File: src/rtl/ex_mem_skid_reg_pkg.sv
// Shared EX/MEM pipeline types: payload struct, skid-buffer state encoding.
package ex_mem_skid_reg_pkg;

   localparam int unsigned EX_MEM_DW = 32;
   localparam int unsigned EX_MEM_RW = 5;
   localparam int unsigned EX_MEM_CW = 16;

   // Payload carried from execute to memory (also reused by the MEM/WB register).
   typedef struct packed {
      logic                 wb_en;
      logic                 mem_r_en;
      logic                 mem_w_en;
      logic [EX_MEM_RW-1:0] dest;
      logic [EX_MEM_DW-1:0] alu_res;
      logic [EX_MEM_DW-1:0] st_value;
      logic [EX_MEM_DW-1:0] pc;
   } ex_mem_payload_t;

   typedef enum logic [1:0] {
      ST_EMPTY = 2'd0,
      ST_ONE   = 2'd1,
      ST_TWO   = 2'd2
   } skid_state_e;

endpackage

File: src/rtl/ex_mem_skid_reg_pipe_slot.sv
// Loadable payload register with synchronous active-low clear.
module ex_mem_skid_reg_pipe_slot
   import ex_mem_skid_reg_pkg::*;
(
   input  logic            clk,
   input  logic            clr_n,
   input  logic            load,
   input  ex_mem_payload_t d,
   output ex_mem_payload_t q
);

   ex_mem_payload_t slot_q;
   ex_mem_payload_t slot_d;

   // Hold unless a load is requested.
   always_comb begin
      slot_d = slot_q;
      if (load) begin
         slot_d = d;
      end
   end

   // Slot storage, cleared to zero on reset.
   always_ff @(posedge clk) begin
      if (!clr_n) begin
         slot_q <= '0;
      end else begin
         slot_q <= slot_d;
      end
   end

   assign q = slot_q;

endmodule

File: src/rtl/ex_mem_skid_reg.sv
// EX/MEM pipeline register with a two-entry skid buffer and forwarding export.
// DW/RW must match the package payload widths.
module ex_mem_skid_reg
   import ex_mem_skid_reg_pkg::*;
#(
   parameter int unsigned DW = EX_MEM_DW,
   parameter int unsigned RW = EX_MEM_RW,
   parameter int unsigned CW = EX_MEM_CW
) (
   input  logic          clk,
   input  logic          rst,
   input  logic          flush,
   input  logic          in_valid,
   output logic          in_ready,
   input  logic          in_WB_EN,
   input  logic          in_MEM_R_EN,
   input  logic          in_MEM_W_EN,
   input  logic [RW-1:0] in_dest,
   input  logic [DW-1:0] in_ALU_res,
   input  logic [DW-1:0] in_ST_value,
   input  logic [DW-1:0] in_PC,
   output logic          out_valid,
   input  logic          out_ready,
   output logic          out_WB_EN,
   output logic          out_MEM_R_EN,
   output logic          out_MEM_W_EN,
   output logic [RW-1:0] out_dest,
   output logic [DW-1:0] out_ALU_res,
   output logic [DW-1:0] out_ST_value,
   output logic [DW-1:0] out_PC,
   output logic          fwd_valid,
   output logic [RW-1:0] fwd_dest,
   output logic [CW-1:0] stall_cnt
);

   localparam logic [CW-1:0] STALL_MAX = '1;

   skid_state_e     state_q, state_d;
   logic            in_ready_q, in_ready_d;
   logic            out_valid_q, out_valid_d;
   logic [CW-1:0]   stall_cnt_q, stall_cnt_d;

   ex_mem_payload_t in_pl;
   ex_mem_payload_t main_d, main_q, skid_q;
   logic            main_load, skid_load;
   logic            accept, pop;

   assign in_pl = '{wb_en:    in_WB_EN,
                    mem_r_en: in_MEM_R_EN,
                    mem_w_en: in_MEM_W_EN,
                    dest:     in_dest,
                    alu_res:  in_ALU_res,
                    st_value: in_ST_value,
                    pc:       in_PC};

   assign accept = in_valid & in_ready_q;
   assign pop    = out_valid_q & out_ready;

   // Next state, slot load strobes, ready/valid and stall counter.
   always_comb begin
      state_d     = state_q;
      main_load   = 1'b0;
      skid_load   = 1'b0;
      main_d      = in_pl;
      stall_cnt_d = stall_cnt_q;

      unique case (state_q)
         ST_EMPTY: begin
            if (accept) begin
               state_d   = ST_ONE;
               main_load = 1'b1;
            end
         end
         ST_ONE: begin
            case ({accept, pop})
               2'b10: begin
                  state_d   = ST_TWO;
                  skid_load = 1'b1;
               end
               2'b01:   state_d   = ST_EMPTY;
               2'b11:   main_load = 1'b1;
               default: ;
            endcase
         end
         ST_TWO: begin
            // in_ready is low here, so only a pop can move the buffer.
            if (pop) begin
               state_d   = ST_ONE;
               main_load = 1'b1;
               main_d    = skid_q;
            end
         end
         default: state_d = ST_EMPTY;
      endcase

      // Flush drops everything, including an accept in the same cycle.
      if (flush) begin
         state_d   = ST_EMPTY;
         main_load = 1'b0;
         skid_load = 1'b0;
      end

      in_ready_d  = (state_d != ST_TWO);
      out_valid_d = (state_d != ST_EMPTY);

      if (out_valid_q && !out_ready && (stall_cnt_q != STALL_MAX)) begin
         stall_cnt_d = stall_cnt_q + CW'(1);
      end
   end

   // Control state registers; reset wins over flush and handshakes.
   always_ff @(posedge clk) begin
      if (!rst) begin
         state_q     <= ST_EMPTY;
         in_ready_q  <= 1'b1;
         out_valid_q <= 1'b0;
         stall_cnt_q <= '0;
      end else begin
         state_q     <= state_d;
         in_ready_q  <= in_ready_d;
         out_valid_q <= out_valid_d;
         stall_cnt_q <= stall_cnt_d;
      end
   end

   ex_mem_skid_reg_pipe_slot u_main (
      .clk   (clk),
      .clr_n (rst),
      .load  (main_load),
      .d     (main_d),
      .q     (main_q)
   );

   ex_mem_skid_reg_pipe_slot u_skid (
      .clk   (clk),
      .clr_n (rst),
      .load  (skid_load),
      .d     (in_pl),
      .q     (skid_q)
   );

   // Control bits are masked when no entry is offered.
   assign in_ready     = in_ready_q;
   assign out_valid    = out_valid_q;
   assign out_WB_EN    = main_q.wb_en    & out_valid_q;
   assign out_MEM_R_EN = main_q.mem_r_en & out_valid_q;
   assign out_MEM_W_EN = main_q.mem_w_en & out_valid_q;
   assign out_dest     = main_q.dest;
   assign out_ALU_res  = main_q.alu_res;
   assign out_ST_value = main_q.st_value;
   assign out_PC       = main_q.pc;
   assign fwd_valid    = out_valid_q & main_q.wb_en;
   assign fwd_dest     = main_q.dest;
   assign stall_cnt    = stall_cnt_q;

endmodule

File: config.mk
export PLATFORM = sky130hd
export DESIGN_NAME = ex_mem_skid_reg
export DESIGN_NICKNAME = d
export VERILOG_FILES = /design/src/rtl/ex_mem_skid_reg_pkg.sv /design/src/rtl/ex_mem_skid_reg_pipe_slot.sv /design/src/rtl/ex_mem_skid_reg.sv
export SDC_FILE = /design/constraint.sdc
export NUM_CORES = 1
export LEC_CHECK = 0
export CAP_MARGIN = 20
export CORE_MARGIN = 2
export CORE_UTILIZATION = 30
export DETAILED_ROUTE_END_ITERATION = 8
export GPL_ROUTABILITY_DRIVEN = 0
export SYNTH_ARGS = -nofsm -noshare
export SYNTH_HDL_FRONTEND = slang
export SYNTH_SLANG_ARGS = --single-unit
File: constraint.sdc
create_clock -name clk -period 3.4 [get_ports clk]
set_input_delay 0.68 -clock clk [delete_from_list [all_inputs] [get_ports clk]]
set_output_delay 0.68 -clock clk [all_outputs]
set_load 0.02 [all_outputs]
==> metrics.txt <==
clk sinks roughly 230; Critical Path AT just under 2 ns; #FFs+latches synth 228; number of antenna violations at the first check in global routing 0; Crit Path Max Fanout 10; Crit path largest cell delay 0.62 ns; EDFF count, synth 0; Placed Cells incl. Taps 1671; count of final setup violators 0; CP top delay family buffers and inverters; most frequent cells in the layout 234 x clkdlybuf4s50_1, 228 x dfxtp_1, 217 x nand2_1; switching share of power 0.2550; initial core utilization 0.3034; later-pin clock latency in the skew report roughly 0.54 ns; CTS hold repair buffers 0; share of post-route cells with drive strength above 1 0.1394; routed length per placed instance between 15 and 20 µm; r2r startpoint state_q[1]; post-route setup TNS 0 ns; fin util 0.3828; DP Area about 13000 µm²; fillers 3528; GR Util All Layers 0.1512; sum of buffers and inverters on the critical path 2; Mapped Cells about 1.2k; CP cell instances buf_4 > and2_1 > clkdlybuf4s50_1; vias 8708; HPWL after DPL 17860 µm; H-tree depth 1; Buffers on Ports between 200 and 250; Routed WL slightly below 30000 µm; post-synth net total 1279; Setup crit start kind flip-flop; ys flop type dfxtp_1; DRC viols 0; max_cap viols 0; Detail Route Antenna Nets 0; Root Buffer clkbuf_16; largest net degree at the start of global routing 123; core area 35480 µm²; first-pass GRT wire length 46860 µm; Syn-to-layout area delta 26.20%; CP max-delay cell clkdlybuf4s50_1; CP Capture Type output pin; Chip Height 193.4 µm; Slew HR 0.4646; diode count 0; io pins 237; fmax 382.9 MHz; CTS Buf Count 27; Crit path required time 2.72 ns; initial DRC count 392; Internal 0.004856 W; final global-route overflow total 0; worst hold path type flip-flop to flip-flop; design area 13580 µm²; Final min period 2.612 ns; Post-CTS Repair Setup Buffers 0; peak supply drop roughly 0.35 mV; Final Non-Filler Cells 1716; register share of total power 0.436; unrepaired setup endpoints after global routing no; Rows 69; Fin. Hold Viols 0; nets 1349; logic gate share of total power 0.144; max-slew violation count 0; Die Wd 193.4 µm; Crit. Startpoint out_valid; Leakage Power 4.747 nW; outcome complete, no violations; Syn Area/Cell slightly above 9 µm²; ys async rst share 0; Ys Warns 0; min-delay src u_skid.q[7]; clock buffer depth 3; Worst-Margin Slew between 0.8 and 0.9 ns; critical setup path kind flip-flop to output pin; register area share after synthesis 0.4240; CTS tree yes; Vias/cell slightly above 5; Clk pwr share 0.420; most common cell after layout, fill and taps aside clkdlybuf4s50_1; vias in the first global route 8486; worst clock skew 0.02257 ns; post-cts resize count 0; die footprint between 30000 and 40000 µm²; post-synthesis cell type count 41; fin crit share 0.7682; Syn Std Cell Area 10760 µm²; Net Switching 0.001662 W; pwr/cell area 479.8 nW/µm²; DRT Pass-1 Iters 4; CTS clk-pin slew, worst paths 0.06 ns
==> power by group through the flow <==
stage / sequential [W] / combinational, W / clock [W]
floorplan: 0.00288 / 0.000639 / 0
global placement: 0.00290 / 0.000933 / 0
detailed placement: 0.00290 / 0.000945 / 0
CTS: 0.00284 / 0.000949 / 0.00283
global route: 0.00286 / 0.00101 / 0.00294
finish: 0.00284 / 0.000940 / 0.00274
==> cells by family (layout without fill, tap and decap cells) <==
kind of cell / after synthesis / in the layout / synth area share
multiplexers: 107 / 107 / 0.1116
AO/OA/AOI/OAI: 346 / 346 / 0.2372
adder cells (fa/ha/maj): 1 / 1 / 0.001162
flip-flops: 228 / 228 / 0.4240
AND/OR/NAND/NOR: 267 / 267 / 0.1083
buffers and inverters: 220 / 306 / 0.1176
==> worst paths after layout <==
path,slack (ns),depth (start not counted),to
worst max register to register,1.32,4,u_main.q[5]
worst min-delay path,0.45,2,u_skid.q[7]
worst min register to register,0.45,2,u_skid.q[7]
worst max-delay path,0.79,3,fwd_valid
==> synthesized netlist by cell type (2+ instances only) <==
| cell | number | share of area |
|---|---|---|
| a21oi_1 | 119 | 0.055 |
| nand2_1 | 217 | 0.076 |
| mux2i_1 | 3 | 0.0028 |
| o21ai_0 | 5 | 0.0023 |
| buf_1 | 3 | 0.0010 |
| nand4_1 | 4 | 0.0023 |
| or4_1 | 10 | 0.0070 |
| and2_1 | 3 | 0.0017 |
| inv_1 | 4 | 0.0014 |
| mux2_2 | 104 | 0.11 |
| o311a_1 | 104 | 0.097 |
| o21bai_1 | 104 | 0.073 |
| nand3b_1 | 2 | 0.0014 |
| nand2b_1 | 5 | 0.0029 |
| buf_4 | 107 | 0.075 |
| nor2_1 | 4 | 0.0014 |
| dfxtp_1 | 228 | 0.42 |
| buf_2 | 31 | 0.014 |
| clkbuf_1 | 74 | 0.026 |
| or3_1 | 4 | 0.0023 |
| o31ai_1 | 9 | 0.0063 |
| nand3_1 | 6 | 0.0028 |
==> per-stage QoR <==
stage | power (W) | hold slack, ns | setup slack, ns
after CTS | 0.006626 | 0.4535 | 0.7475
after detailed placement | 0.003845 | 0.4450 | 0.5509
after global placement | 0.003834 | 0.4388 | 0.5671
final | 0.006518 | 0.4512 | 0.7882
after floorplan | 0.003519 | 0.4338 | 1.376
after global routing | 0.006811 | 0.4653 | 0.7389
==> worst reg2reg max path, stage by stage (launching register included) <==
cell      delay [ns]
dfxtp_1         0.41
nand4b_4        0.46
o21a_4          0.44
buf_12          0.26
o311a_1         0.41
==> flip-flops by register name (all words and copies together) (netlist names) <==
name       flops
in_ready       1
out_valid      1
stall_cnt     16
state_q        2
u_main.q     104
u_skid.q     104
==> layer usage <==
layer,global-route usage,up-vias,routed length [µm],share of wire
li1,-,4229,-,-
met1,0.2008,4230,13500,0.46
met2,0.2464,214,13460,0.46
met3,0.03801,35,1946,0.066
met4,0.03478,0,445,0.015
met5,0,-,0,0
==> cell type report <==
class	instances	area (µm²)	area share
Timing Repair Buffer	256	2636	0.1941
Tap cell	461	576.8	0.04246
Multi-Input combinational cell	721	4959	0.3650
Clock buffer	39	790.8	0.05821
Sequential cell	228	4564	0.3360
Inverter	5	21.27	0.001566
Clock inverter	6	36.28	0.002671
(Power assumes the default switching activity.)
